[config.mk]
export PLATFORM = sky130hd
export DESIGN_NAME = seg7_scan_driver
export DESIGN_NICKNAME = d
export VERILOG_FILES = /design/src/rtl/seg7_pkg.sv /design/src/rtl/bcd_to_seg7.sv /design/src/rtl/seg7_scan_driver.sv
export SDC_FILE = /design/constraint.sdc
export NUM_CORES = 1
export LEC_CHECK = 0
export ABC_AREA = 1
export BUFFER_PORTS_ARGS = -buffer_cell sky130_fd_sc_hd__buf_2
export CAP_MARGIN = 20
export CORE_MARGIN = 2
export CORE_UTILIZATION = 60
export DETAILED_ROUTE_END_ITERATION = 10
export PLACE_DENSITY = 0.8
export SYNTH_ARGS = -nofsm -noshare
export SYNTH_HDL_FRONTEND = slang
export SYNTH_SLANG_ARGS = --single-unit
[constraint.sdc]
create_clock -name clk -period 1.8 [get_ports clk]
set_input_delay 0.18 -clock clk [delete_from_list [all_inputs] [get_ports clk]]
set_output_delay 0.18 -clock clk [all_outputs]
set_load 0.005 [all_outputs]
[src/rtl/seg7_pkg.sv]
// Shared constants for the seven-segment scan driver: active-low segment
// patterns {g,f,e,d,c,b,a}, anode idle value and digit slot indices.
package seg7_pkg;

  localparam logic [6:0] SEG_0     = 7'h40;
  localparam logic [6:0] SEG_1     = 7'h79;
  localparam logic [6:0] SEG_2     = 7'h24;
  localparam logic [6:0] SEG_3     = 7'h30;
  localparam logic [6:0] SEG_4     = 7'h19;
  localparam logic [6:0] SEG_5     = 7'h12;
  localparam logic [6:0] SEG_6     = 7'h02;
  localparam logic [6:0] SEG_7     = 7'h78;
  localparam logic [6:0] SEG_8     = 7'h00;
  localparam logic [6:0] SEG_9     = 7'h10;
  localparam logic [6:0] SEG_DASH  = 7'h3F;
  localparam logic [6:0] SEG_BLANK = 7'h7F;

  localparam logic [3:0] AN_OFF    = 4'hF;

  localparam logic [1:0] SLOT_SCORE_ONES = 2'd0;
  localparam logic [1:0] SLOT_SCORE_TENS = 2'd1;
  localparam logic [1:0] SLOT_TIME_ONES  = 2'd2;
  localparam logic [1:0] SLOT_TIME_TENS  = 2'd3;

  // Registered pin bundle driven onto an/seg/dp.
  typedef struct packed {
    logic [3:0] an;
    logic [6:0] seg;
    logic       dp;
  } pins_t;

  localparam pins_t PINS_IDLE = '{an: AN_OFF, seg: SEG_BLANK, dp: 1'b1};

  // Tens digits sit on the odd slots of each pair.
  function automatic logic is_tens_slot(input logic [1:0] slot);
    return (slot == SLOT_SCORE_TENS) || (slot == SLOT_TIME_TENS);
  endfunction

endpackage

[src/rtl/bcd_to_seg7.sv]
// BCD digit to active-low seven-segment pattern; codes above 9 show a dash.
module bcd_to_seg7
  import seg7_pkg::*;
(
  input  logic [3:0] i_bcd,
  output logic [6:0] o_seg
);

  always_comb begin
    o_seg = SEG_DASH;
    case (i_bcd)
      4'd0: o_seg = SEG_0;
      4'd1: o_seg = SEG_1;
      4'd2: o_seg = SEG_2;
      4'd3: o_seg = SEG_3;
      4'd4: o_seg = SEG_4;
      4'd5: o_seg = SEG_5;
      4'd6: o_seg = SEG_6;
      4'd7: o_seg = SEG_7;
      4'd8: o_seg = SEG_8;
      4'd9: o_seg = SEG_9;
      default: o_seg = SEG_DASH;
    endcase
  end

endmodule

[src/rtl/seg7_scan_driver.sv]
// Four-digit common-anode scan driver: score on an[1:0], timer on an[3:2],
// with frame latching, guard time, leading-zero blanking and blink.
module seg7_scan_driver
  import seg7_pkg::*;
#(
  parameter int DIV       = 100000,
  parameter int GUARD     = 1000,
  parameter int BLINK_DIV = 25000000
) (
  input  logic       clk,
  input  logic       rst_n,
  input  logic [3:0] score_ones,
  input  logic [3:0] score_tens,
  input  logic [3:0] time_ones,
  input  logic [3:0] time_tens,
  input  logic       blank_lz,
  input  logic       blink_en,
  input  logic [3:0] dp_mask,
  output logic [3:0] an,
  output logic [6:0] seg,
  output logic       dp
);

  localparam int CNT_W = (DIV > 1) ? $clog2(DIV) : 1;
  localparam int BLK_W = (BLINK_DIV > 1) ? $clog2(BLINK_DIV) : 1;
  localparam logic [CNT_W-1:0] CNT_MAX   = CNT_W'(DIV - 1);
  localparam logic [CNT_W-1:0] CNT_GUARD = CNT_W'(GUARD);
  localparam logic [BLK_W-1:0] BLK_MAX   = BLK_W'(BLINK_DIV - 1);

  logic [CNT_W-1:0] r_cnt;
  logic [1:0]       r_slot;
  logic [BLK_W-1:0] r_blk_cnt;
  logic             r_phase_on;
  logic [3:0][3:0]  r_shadow;
  pins_t            r_pins;

  logic             w_cnt_wrap;
  logic             w_frame_end;
  logic             w_phase_on;
  logic [3:0]       w_digit;
  logic [6:0]       w_dec_seg;
  logic             w_lz_blank;
  pins_t            w_pins_nxt;

  assign w_cnt_wrap  = (r_cnt == CNT_MAX);
  assign w_frame_end = w_cnt_wrap && (r_slot == SLOT_TIME_TENS);

  always_ff @(posedge clk or negedge rst_n) begin
    if (!rst_n) begin
      r_cnt  <= '0;
      r_slot <= SLOT_SCORE_ONES;
    end else if (w_cnt_wrap) begin
      r_cnt  <= '0;
      r_slot <= r_slot + 2'd1;
    end else begin
      r_cnt  <= r_cnt + 1'b1;
    end
  end

  // Shadow digits only change at the frame boundary so a frame never tears.
  always_ff @(posedge clk or negedge rst_n) begin
    if (!rst_n) begin
      r_shadow <= '0;
    end else if (w_frame_end) begin
      r_shadow[SLOT_SCORE_ONES] <= score_ones;
      r_shadow[SLOT_SCORE_TENS] <= score_tens;
      r_shadow[SLOT_TIME_ONES]  <= time_ones;
      r_shadow[SLOT_TIME_TENS]  <= time_tens;
    end
  end

  always_ff @(posedge clk or negedge rst_n) begin
    if (!rst_n) begin
      r_blk_cnt  <= '0;
      r_phase_on <= 1'b1;
    end else if (!blink_en) begin
      r_blk_cnt  <= '0;
      r_phase_on <= 1'b1;
    end else if (r_blk_cnt == BLK_MAX) begin
      r_blk_cnt  <= '0;
      r_phase_on <= ~r_phase_on;
    end else begin
      r_blk_cnt  <= r_blk_cnt + 1'b1;
    end
  end

  // Dropping blink_en restores the display without waiting for the phase register.
  assign w_phase_on = r_phase_on || !blink_en;

  assign w_digit    = r_shadow[r_slot];
  assign w_lz_blank = blank_lz && is_tens_slot(r_slot) && (w_digit == 4'd0);

  bcd_to_seg7 u_dec (
    .i_bcd (w_digit),
    .o_seg (w_dec_seg)
  );

  always_comb begin
    w_pins_nxt = PINS_IDLE;
    if (r_cnt >= CNT_GUARD) begin
      w_pins_nxt.an  = ~(4'b0001 << r_slot);
      w_pins_nxt.seg = w_lz_blank ? SEG_BLANK : w_dec_seg;
      w_pins_nxt.dp  = ~dp_mask[r_slot];
      if (!w_phase_on) begin
        w_pins_nxt.an = AN_OFF;
      end
    end
  end

  always_ff @(posedge clk or negedge rst_n) begin
    if (!rst_n) begin
      r_pins <= PINS_IDLE;
    end else begin
      r_pins <= w_pins_nxt;
    end
  end

  assign an  = r_pins.an;
  assign seg = r_pins.seg;
  assign dp  = r_pins.dp;

endmodule

# Word level (Yosys, flattened, before mapping)
# Memory sizes are Yosys's and may differ from the RTL's.
# Index checks and enable logic that the tools add are counted.
[word_totals] memories=1 inputBits=24 romBits=112 wordCells=45 output_inout_bits=12 regBits=73
[mem_list] name="(name not given)" depth=16 word_bits=7 read_ports=1 rd_ports_with_merged_regs=0 wr=0 line="bcd_to_seg7.sv:11" text="case (i_bcd)"
[op_classes] add_sub_neg=3 n_eq_ne=5 n_reduce_logical=7 n_shift=1 n_bitwise=3 muxes=12 order_cmp=2
[ops] operator="2-to-1 mux 25 bit" n=2
[ops] operator="adder 25 x 1 -> 25 bit, second input constant" n=1
[ops] operator="equality test 25 bit, second input constant" n=1
[ops] operator="adder 17 x 1 -> 17 bit, second input constant" n=1
[ops] operator="equality test 17 bit, second input constant" n=1
[ops] operator="greater-or-equal comparator 17 x 10 -> 1 bit, second input constant" n=1
[ops] operator="2-to-1 mux 17 bit" n=1
[ops] operator="2-to-1 mux 12 bit" n=1
[ops] operator="binary-select mux 4 bit (select 2 bit)" n=1
[ops] operator="2-to-1 mux 4 bit" n=2
[ops] operator="2-to-1 mux 7 bit" n=1
[ops] operator="zero test 4 bit" n=1
[ops] operator="inverter 4 bit" n=1
[ops] operator="left shift 1 x 2 -> 4 bit, first input constant" n=1
[ops] operator="logical AND 1 bit" n=3
[ops] operator="less-than comparator 2 x 3 -> 1 bit, second input constant" n=1
[ops] operator="2-to-1 mux 1 bit" n=3
[ops] operator="adder 2 x 1 -> 2 bit, second input constant" n=1
[ops] operator="binary-select mux 1 bit (select 2 bit)" n=1
[ops] operator="equality test 2 x 1 -> 1 bit, second input constant" n=1
[ops] operator="equality test 2 bit, second input constant" n=1
[ops] operator="logical OR 1 bit" n=2
[ops] operator="!= test 2 x 1 -> 1 bit, second input constant" n=1
[ops] operator="inverter 1 bit" n=2
[ops] operator="zero test 1 bit" n=1

# Longest topological paths before layout
# Gate-level depths: netlist of run 1.
[logic_depth] word_depth=6 ltp_mapped=12 ltp_nobuf=11

# Modules after synthesis
# Synthesis of run 1 repeated with hierarchy kept, for this count alone.
[hier_totals] cells_unflattened=527 hier_area_um2=4073.9
[by_module_without_submodules] module="seg7_scan_driver" instances=1 cells_each=492 area_each_um2=3886.2
[by_module_without_submodules] module="bcd_to_seg7" instances=1 cells_each=35 area_each_um2=187.7

# Worst setup path before layout of run 1
# OpenSTA, ideal clock, no wires.
[synth_path] kind="register to register" from="register r_slot[0]" to="register r_pins, in the netlist seg[0]" arrival_time_ns=1.496 slack_ns=0.221 period_less_slack_ns=1.579 required_ns=1.717 path_stages_with_launch=13 cell_sequence="dfrtp_1 -> inv_1 -> buf_4 -> nand2_1 -> nand3_1 -> nand2_1 -> ha_1 -> nand2_1 -> nor2_1 -> nand3_1 -> nand2_1 -> nor2_2 -> nand2_1"
[synth_lines] item="start, declared" line="seg7_scan_driver.sv:31" text="logic [1:0] r_slot;"
[synth_lines] item="start signal, assigned" line="seg7_scan_driver.sv:54" text="r_slot <= r_slot + 2'd1;"
[synth_lines] item="end signal, assigned" line="seg7_scan_driver.sv:114" text="r_pins <= w_pins_nxt;"
[synth_lines] item="end, declared" line="seg7_scan_driver.sv:35" text="pins_t r_pins;"

==> impl_metrics.py, run 1 <==
metrics = {
    "layout": {
        "nets": 615,
        "final_layout_size_suffix_gt1_share_pct": 17.0,
        "area_growth_pct": 14.2,
        "diodes": 0,
        "finish.utilization_pct": 71.4,
    },
    "grt": {
        "grt_usage_pct": 26.3,
        "grt-busiest-layer": "met2",
        "first_global_vias": 3426,
        "globalRouteMet1Util_pct": 34.5,
        "grt_pass1_wl_mm": 15.1,
        "antenna_found_initial": 0,
        "grt_max_degree": 74,
        "overflow": 0,
        "grt_util_met3_pct": 4.81,
        "met2_usage_pct": 42.5,
    },
    "synth": {
        "yosys-top-cells-count": "nand2_1 (159), nor2_1 (99), dfrtp_1 (60), inv_1 (46), nand3_1 (42)",
        "syn-mean-instance-area_um2": 7.59,
        "yosysMostFrequentCell": "nand2_1",
        "synth-seq-cells": 73,
        "synthCells": 526,
        "ys_types": 33,
        "synth_warnings": 0,
        "synth-simple-area-share_pct": 34.5,
        "synth-compound-area-share_pct": 5.70,
        "synth_edf_count": 0,
        "synth_mux_area_share_pct": 0,
        "synthXorXnorAreaFrac_pct": 3.51,
        "synthesis.nets": 563,
        "synth-adder-area-share_pct": 4.07,
        "synth_top_area_cell": "dfrtp_1",
        "synth_top_cell_area_share_pct": 37.6,
        "synth_top_family_by_area": "simple AND/OR/NAND/NOR gates",
        "ys_seq_area_share_pct": 46.1,
        "synth_area_mm2": 0.00399,
        "synthFlopType": "dfrtp_1",
        "async_flop_share_pct": 100,
        "synth_area_leaders": "dfrtp_1 (38%), nand2_1 (15%), nor2_1 (9.3%)",
    },
    "routing": {
        "num_vias": 3497,
        "drc": 0,
        "post_drt_wl_per_cell_um": 13.4,
        "ant_nets": 0,
        "routed_wl_mm": 8.85,
        "first_pass_iters": 4,
        "drt_iter0_drc": 195,
        "vias_per_cell": 5.30,
    },
    "floorplanning": {
        "core.rowCount": 29,
        "core_mm2": 0.00639,
        "io_pins": 36,
        "die_area_mm2": 0.00732,
        "start_util_pct": 62.5,
        "die_h_um": 85.6,
        "die_w_um": 85.6,
    },
    "clock_tree": {
        "htreeDepth": 3,
        "path_clk_slew_ns": 0.08,
        "cts.sinks": 73,
        "cts-root-buf": "clkbuf_8",
        "cts_buffer_depth": 2,
        "postCtsSetupBuffers": 0,
        "insertion_delay_ns": 0.35,
        "cts_tree": "built",
        "cts_buffers": 9,
    },
    "sta": {
        "worst_pin_slew_ns": 0.378,
        "fmax_mhz": 598,
        "finalClockSkew_ns": 0.0123,
        "slew_headroom_pct": 74.8,
        "final-max-slew-violation-count": 0,
        "hold-worst-slack_ns": 0.0192,
        "fin_crit_ns": 1.67,
        "fin_crit_sh_pct": 92.9,
        "setup_viol": 0,
        "tns_ns": 0,
        "hold_violations": 0,
        "setup_ws_ns": 0.127,
    },
    "run": {
        "drv_cap": 0,
    },
    "placed_design": {
        "dpl.hpwl_mm": 6.33,
        "dp_slack_ns": 0.0154,
        "gp_congestion": 0.905,
        "portBuffers": 35,
    },
    "run_status": {
        "status": "finished clean",
    },
    "min_path": {
        "hp-class": "in2reg",
    },
    "power": {
        "leakagePower_nw": 1.99,
        "irDropWorstVdd_uv": 522,
        "powerDensity_mw_per_mm2": 678,
        "total_power_mw": 3.09,
    },
    "setup_path": {
        "crit_path_end_kind": "flop",
        "path_class": "reg2reg",
        "required_ns": 2.10,
        "arrival_ns": 1.97,
        "crit_fanout": 7,
        "critPathLaunchType": "flop",
    },
}
-- worst paths after layout --
| kind | startpoint | endpoint | slack, ns | cells past startpoint |
|---|---|---|---|---|
| setup / recovery | r_slot[0] | seg[6] | 0.13 | 11 |
| hold / removal | time_ones[0] | r_shadow[8] | 0.02 | 3 |
| setup reg to reg | r_slot[0] | seg[6] | 0.13 | 11 |
| hold reg to reg | r_phase_on | r_phase_on | 0.47 | 2 |
| max in group asynchronous | rst_n | an[0] | 1.08 | 3 |
| min in group asynchronous | rst_n | r_blk_cnt[14] | 0.39 | 3 |
-- per-stage QoR --
step | area (µm²) | std cells
6_report | 4560 | 660
5_1_grt | 4560 | 660
4_1_cts | 4510 | 658
3_5_place_dp | 4300 | 641
3_3_place_gp | 4300 | 641
2_1_floorplan | 3990 | 526
-- layout make-up --
type                            instances  area, µm²
Clock buffer                           12        156
Fill cell                             521       1830
Sequential cell                        73       1850
Timing Repair Buffer                   45        265
Multi-Input combinational cell        398       1950
Inverter                               51        191
Tap cell                               77       96.3
Clock inverter                          4       51.3
-- per-layer routing --
layer | vias up | share of wire (%)
met4 | 0 | 3.2
met5 | - | 0
met2 | 94 | 48
met1 | 1609 | 44
li1 | 1768 | -
met3 | 26 | 4.4
-- cell usage in the layout (no fill, tap or decap), types with 2 or more instances in the layout --
| cell type | n |
|---|---|
| a21oi_1 | 6 |
| buf_2 | 35 |
| buf_4 | 8 |
| clkbuf_1 | 2 |
| clkbuf_8 | 9 |
| dfrtp_1 | 58 |
| dfrtp_2 | 2 |
| dfstp_2 | 13 |
| ha_1 | 13 |
| inv_1 | 43 |
| inv_2 | 7 |
| nand2_1 | 157 |
| nand2_2 | 5 |
| nand3_1 | 42 |
| nand3b_1 | 3 |
| nand4_1 | 6 |
| nor2_1 | 98 |
| nor2_2 | 4 |
| nor2_4 | 5 |
| nor3_1 | 2 |
| o211ai_1 | 3 |
| o21ai_0 | 26 |
| o21ai_1 | 3 |
| xnor2_1 | 4 |
| xor2_1 | 12 |
-- repair_timing --
item                                    4_1_cts  5_1_grt
hold buffers                                  1        0
resized for setup                             0       12
endpoints found under the setup margin        0       39
hold endpoints to repair                     60        0
-- sequential cells by signal, summed over array words and instances (netlist names) --
name,count
r_blk_cnt,25
r_cnt,17
r_shadow,16
seg,7
an,4
r_slot,2
dp,1
r_phase_on,1
-- power by group --
part	internal [mW]	switching (mW)	leakage (nW)
registers	1.65	0.00436	0.871
logic	0.0339	0.0591	1.02
clock network	0.726	0.621	0.102
total	2.41	0.684	1.99
-- cells by family (layout without fill, tap and decap cells) --
| family | Yosys count | in the layout |
|---|---|---|
| AO/OA/AOI/OAI | 41 | 41 |
| XOR/XNOR | 16 | 16 |
| adder cells (fa/ha/maj) | 13 | 13 |
| buffers and inverters | 57 | 112 |
| flip-flops | 73 | 73 |
| AND/OR/NAND/NOR | 326 | 328 |
-- worst max-delay path: stages (launching register included) --
cell     delay, ns
dfrtp_2       0.44
buf_4         0.17
nand2_1       0.06
nand3_1       0.09
nand2_2       0.13
ha_1          0.19
nand2_1       0.06
nor2_1        0.09
nand3_1       0.08
nand2_1       0.14
inv_1         0.09
nand2_1       0.10
(Power assumes the default switching activity.)
==> run 2, diff against run 1 <==
--- a/config.mk
+++ b/config.mk
@@ -11,7 +11,7 @@
 export CORE_MARGIN = 2
 export CORE_UTILIZATION = 60
 export DETAILED_ROUTE_END_ITERATION = 10
-export PLACE_DENSITY = 0.8
+export PLACE_DENSITY = 0.81
 export SYNTH_ARGS = -nofsm -noshare
 export SYNTH_HDL_FRONTEND = slang
 export SYNTH_SLANG_ARGS = --single-unit
==> run 2 against run 1 <==
- non-clock buffer count increased by 3
- wire length decreased by 1.4%
- highest routed layer unchanged
- critical path type unchanged
- die area unchanged
- final area increased by 0.74%
- via count decreased by 0.37%
- flip-flop and latch count unchanged
- register-to-register slack improved by 0.02 ns
- clock skew decreased by 0.0056 ns
- largest cell class unchanged
- critical path depth decreased by 2
- first-iteration DRC count increased by 3.1%
==> impl_metrics.py, run 2 (synthesis gave the netlist of run 1 again) <==
metrics = {
    "run_status": {
        "status": "finished clean",
    },
    "sta": {
        "setup_viol": 0,
        "fin_crit_sh_pct": 92.0,
        "hold-worst-slack_ns": 0.0235,
        "fmax_mhz": 604,
        "hold_violations": 0,
        "worst_pin_slew_ns": 0.556,
        "fin_crit_ns": 1.66,
        "final-max-slew-violation-count": 0,
        "finalClockSkew_ns": 0.00668,
        "slew_headroom_pct": 63.0,
    },
    "setup_path": {
        "critPathLaunchType": "flop",
        "path_class": "reg2reg",
        "slowest_delay_ns": 0.40,
        "required_ns": 2.09,
        "arrival_ns": 1.95,
        "crit_path_end_kind": "flop",
        "crit_fanout": 26,
        "cp_cell_sequence": "ha_1 > nand2_1 > nor2_4 > inv_2 > nor2_4 > nand2_8 > nor2_4 > nand2_1 > nand2_1",
        "critPathSlowestCell": "dfrtp_1",
    },
    "floorplanning": {
        "die_h_um": 85.6,
        "core_mm2": 0.00639,
        "die_area_mm2": 0.00732,
        "die_w_um": 85.6,
        "start_util_pct": 62.5,
        "io_pins": 36,
        "core.rowCount": 29,
    },
    "power": {
        "switchingPower_uw": 697,
        "leakagePower_nw": 2.01,
        "irDropWorstVdd_uv": 571,
        "powerDensity_mw_per_mm2": 689,
        "pwr-share-clk_pct": 44.6,
        "p_int_mw": 2.47,
        "p_sw_share_pct": 22.0,
        "pwr-share-seq_pct": 52.2,
        "combPwrFrac_pct": 3.1,
    },
    "run": {
        "drv_cap": 0,
    },
    "grt": {
        "antenna_found_initial": 0,
        "grt_usage_pct": 26.2,
        "grt_max_degree": 36,
        "grt_pass1_wl_mm": 15.2,
        "first_global_vias": 3391,
        "overflow": 0,
    },
    "routing": {
        "post_drt_wl_per_cell_um": 13.2,
        "drc": 0,
        "first_pass_iters": 6,
        "drt_iter0_drc": 201,
        "routed_wl_mm": 8.73,
        "vias_per_cell": 5.26,
        "ant_nets": 0,
        "num_vias": 3484,
    },
    "layout": {
        "top_register": "r_blk_cnt",
        "nets": 617,
        "area_growth_pct": 15.0,
        "regArea_mm2": 0.00184,
        "fillerInstances": 501,
        "multi_input_area_mm2": 0.00194,
        "final_layout_size_suffix_gt1_share_pct": 17.4,
        "final_cell_mix": "nand2_1 (156), nor2_1 (98), dfrtp_1 (59)",
        "reg.largest.list": "r_blk_cnt: 25 flops, r_cnt: 17 flops, r_shadow: 16 flops",
        "diodes": 0,
        "largest_reg_flops": 25,
        "final_common_cell": "nand2_1",
        "fin_area_mm2": 0.00459,
    },
    "clock_tree": {
        "cts_buffer_depth": 2,
        "htreeDepth": 3,
        "cts.sinks": 73,
        "insertion_delay_ns": 0.35,
        "cts_tree": "built",
        "path_clk_slew_ns": 0.08,
        "cts_buffers": 9,
        "cts-root-buf": "clkbuf_8",
    },
    "placed_design": {
        "gp_congestion": 0.974,
        "placed_cell_area_mm2": 0.00433,
        "portBuffers": 35,
        "dpl.hpwl_mm": 6.49,
    },
    "min_path": {
        "hp-class": "in2reg",
    },
}
[run 2: cell type report]
cell class / count / area share (%)
clock buffer: 9 / 2.70
clock inverter: 7 / 2.02
inverter: 51 / 4.17
multi-input combinational: 397 / 42.3
sequential: 73 / 40.2
tap: 77 / 2.10
timing repair buffer: 48 / 6.54
[run 2: power by group through the flow]
| stage | Clock (mW) | Sequential [mW] | Combinational (mW) |
|---|---|---|---|
| final | 1.41 | 1.65 | 0.0996 |
| after global routing | 1.53 | 1.65 | 0.114 |
| after CTS | 1.44 | 1.65 | 0.103 |
| after detailed placement | 0 | 1.68 | 0.100 |
| after global placement | 0 | 1.68 | 0.0994 |
| after floorplan | 0 | 1.68 | 0.0211 |
[run 2: critical path, delay by kind of cell, from the launching register on]
kind | cells | cell delay (ns)
buffers and inverters | 1 | 0.07
and+or+nand+nor | 7 | 0.93
DFF | 1 | 0.40
adders and majority gates | 1 | 0.21
[run 2: through the flow]
step | std cells | setup slack (ns) | power, mW | util, % | TNS, ns
finish | 662 | 0.144 | 3.16 | 71.9 | 0
floorplan | 526 | 0.221 | 1.70 | - | 0
global route | 662 | -0.00870 | 3.30 | 71.9 | -0.00870
global placement | 644 | 0.184 | 1.78 | 67.8 | 0
detailed placement | 644 | 0.0527 | 1.78 | 67.8 | 0
CTS | 661 | 0.0251 | 3.19 | 71.4 | 0
[run 2: layer usage]
| layer | track usage [%] | routed length [µm] | vias up |
|---|---|---|---|
| li1 | - | - | 1762 |
| met1 | 32.8 | 3850 | 1641 |
| met2 | 45.1 | 4470 | 69 |
| met3 | 6.35 | 292 | 12 |
| met4 | 8.23 | 107 | 0 |
| met5 | 0 | 0 | - |
[run 2: worst paths after layout]
check / slack [ns] / from / cells after the start / endpoint
worst min-delay path: 0.02 / score_tens[0] / 3 / r_shadow[4]
worst min register to register: 0.47 / r_blk_cnt[0] / 1 / r_blk_cnt[0]
min in group asynchronous: 0.35 / rst_n / 2 / r_blk_cnt[3]
worst max-delay path: 0.14 / r_cnt[0] / 9 / r_shadow[15]
max in group asynchronous: 0.87 / rst_n / 3 / r_slot[1]
worst max register to register: 0.14 / r_cnt[0] / 9 / r_shadow[15]
[run 2: what timing repair did]
action | CTS | global route
hold buffers | 1 | 0
setup endpoints to repair | 0 | 26
gates resized for setup | 0 | 10
hold endpoints to repair | 14 | 0
buffers inserted | 0 | 0
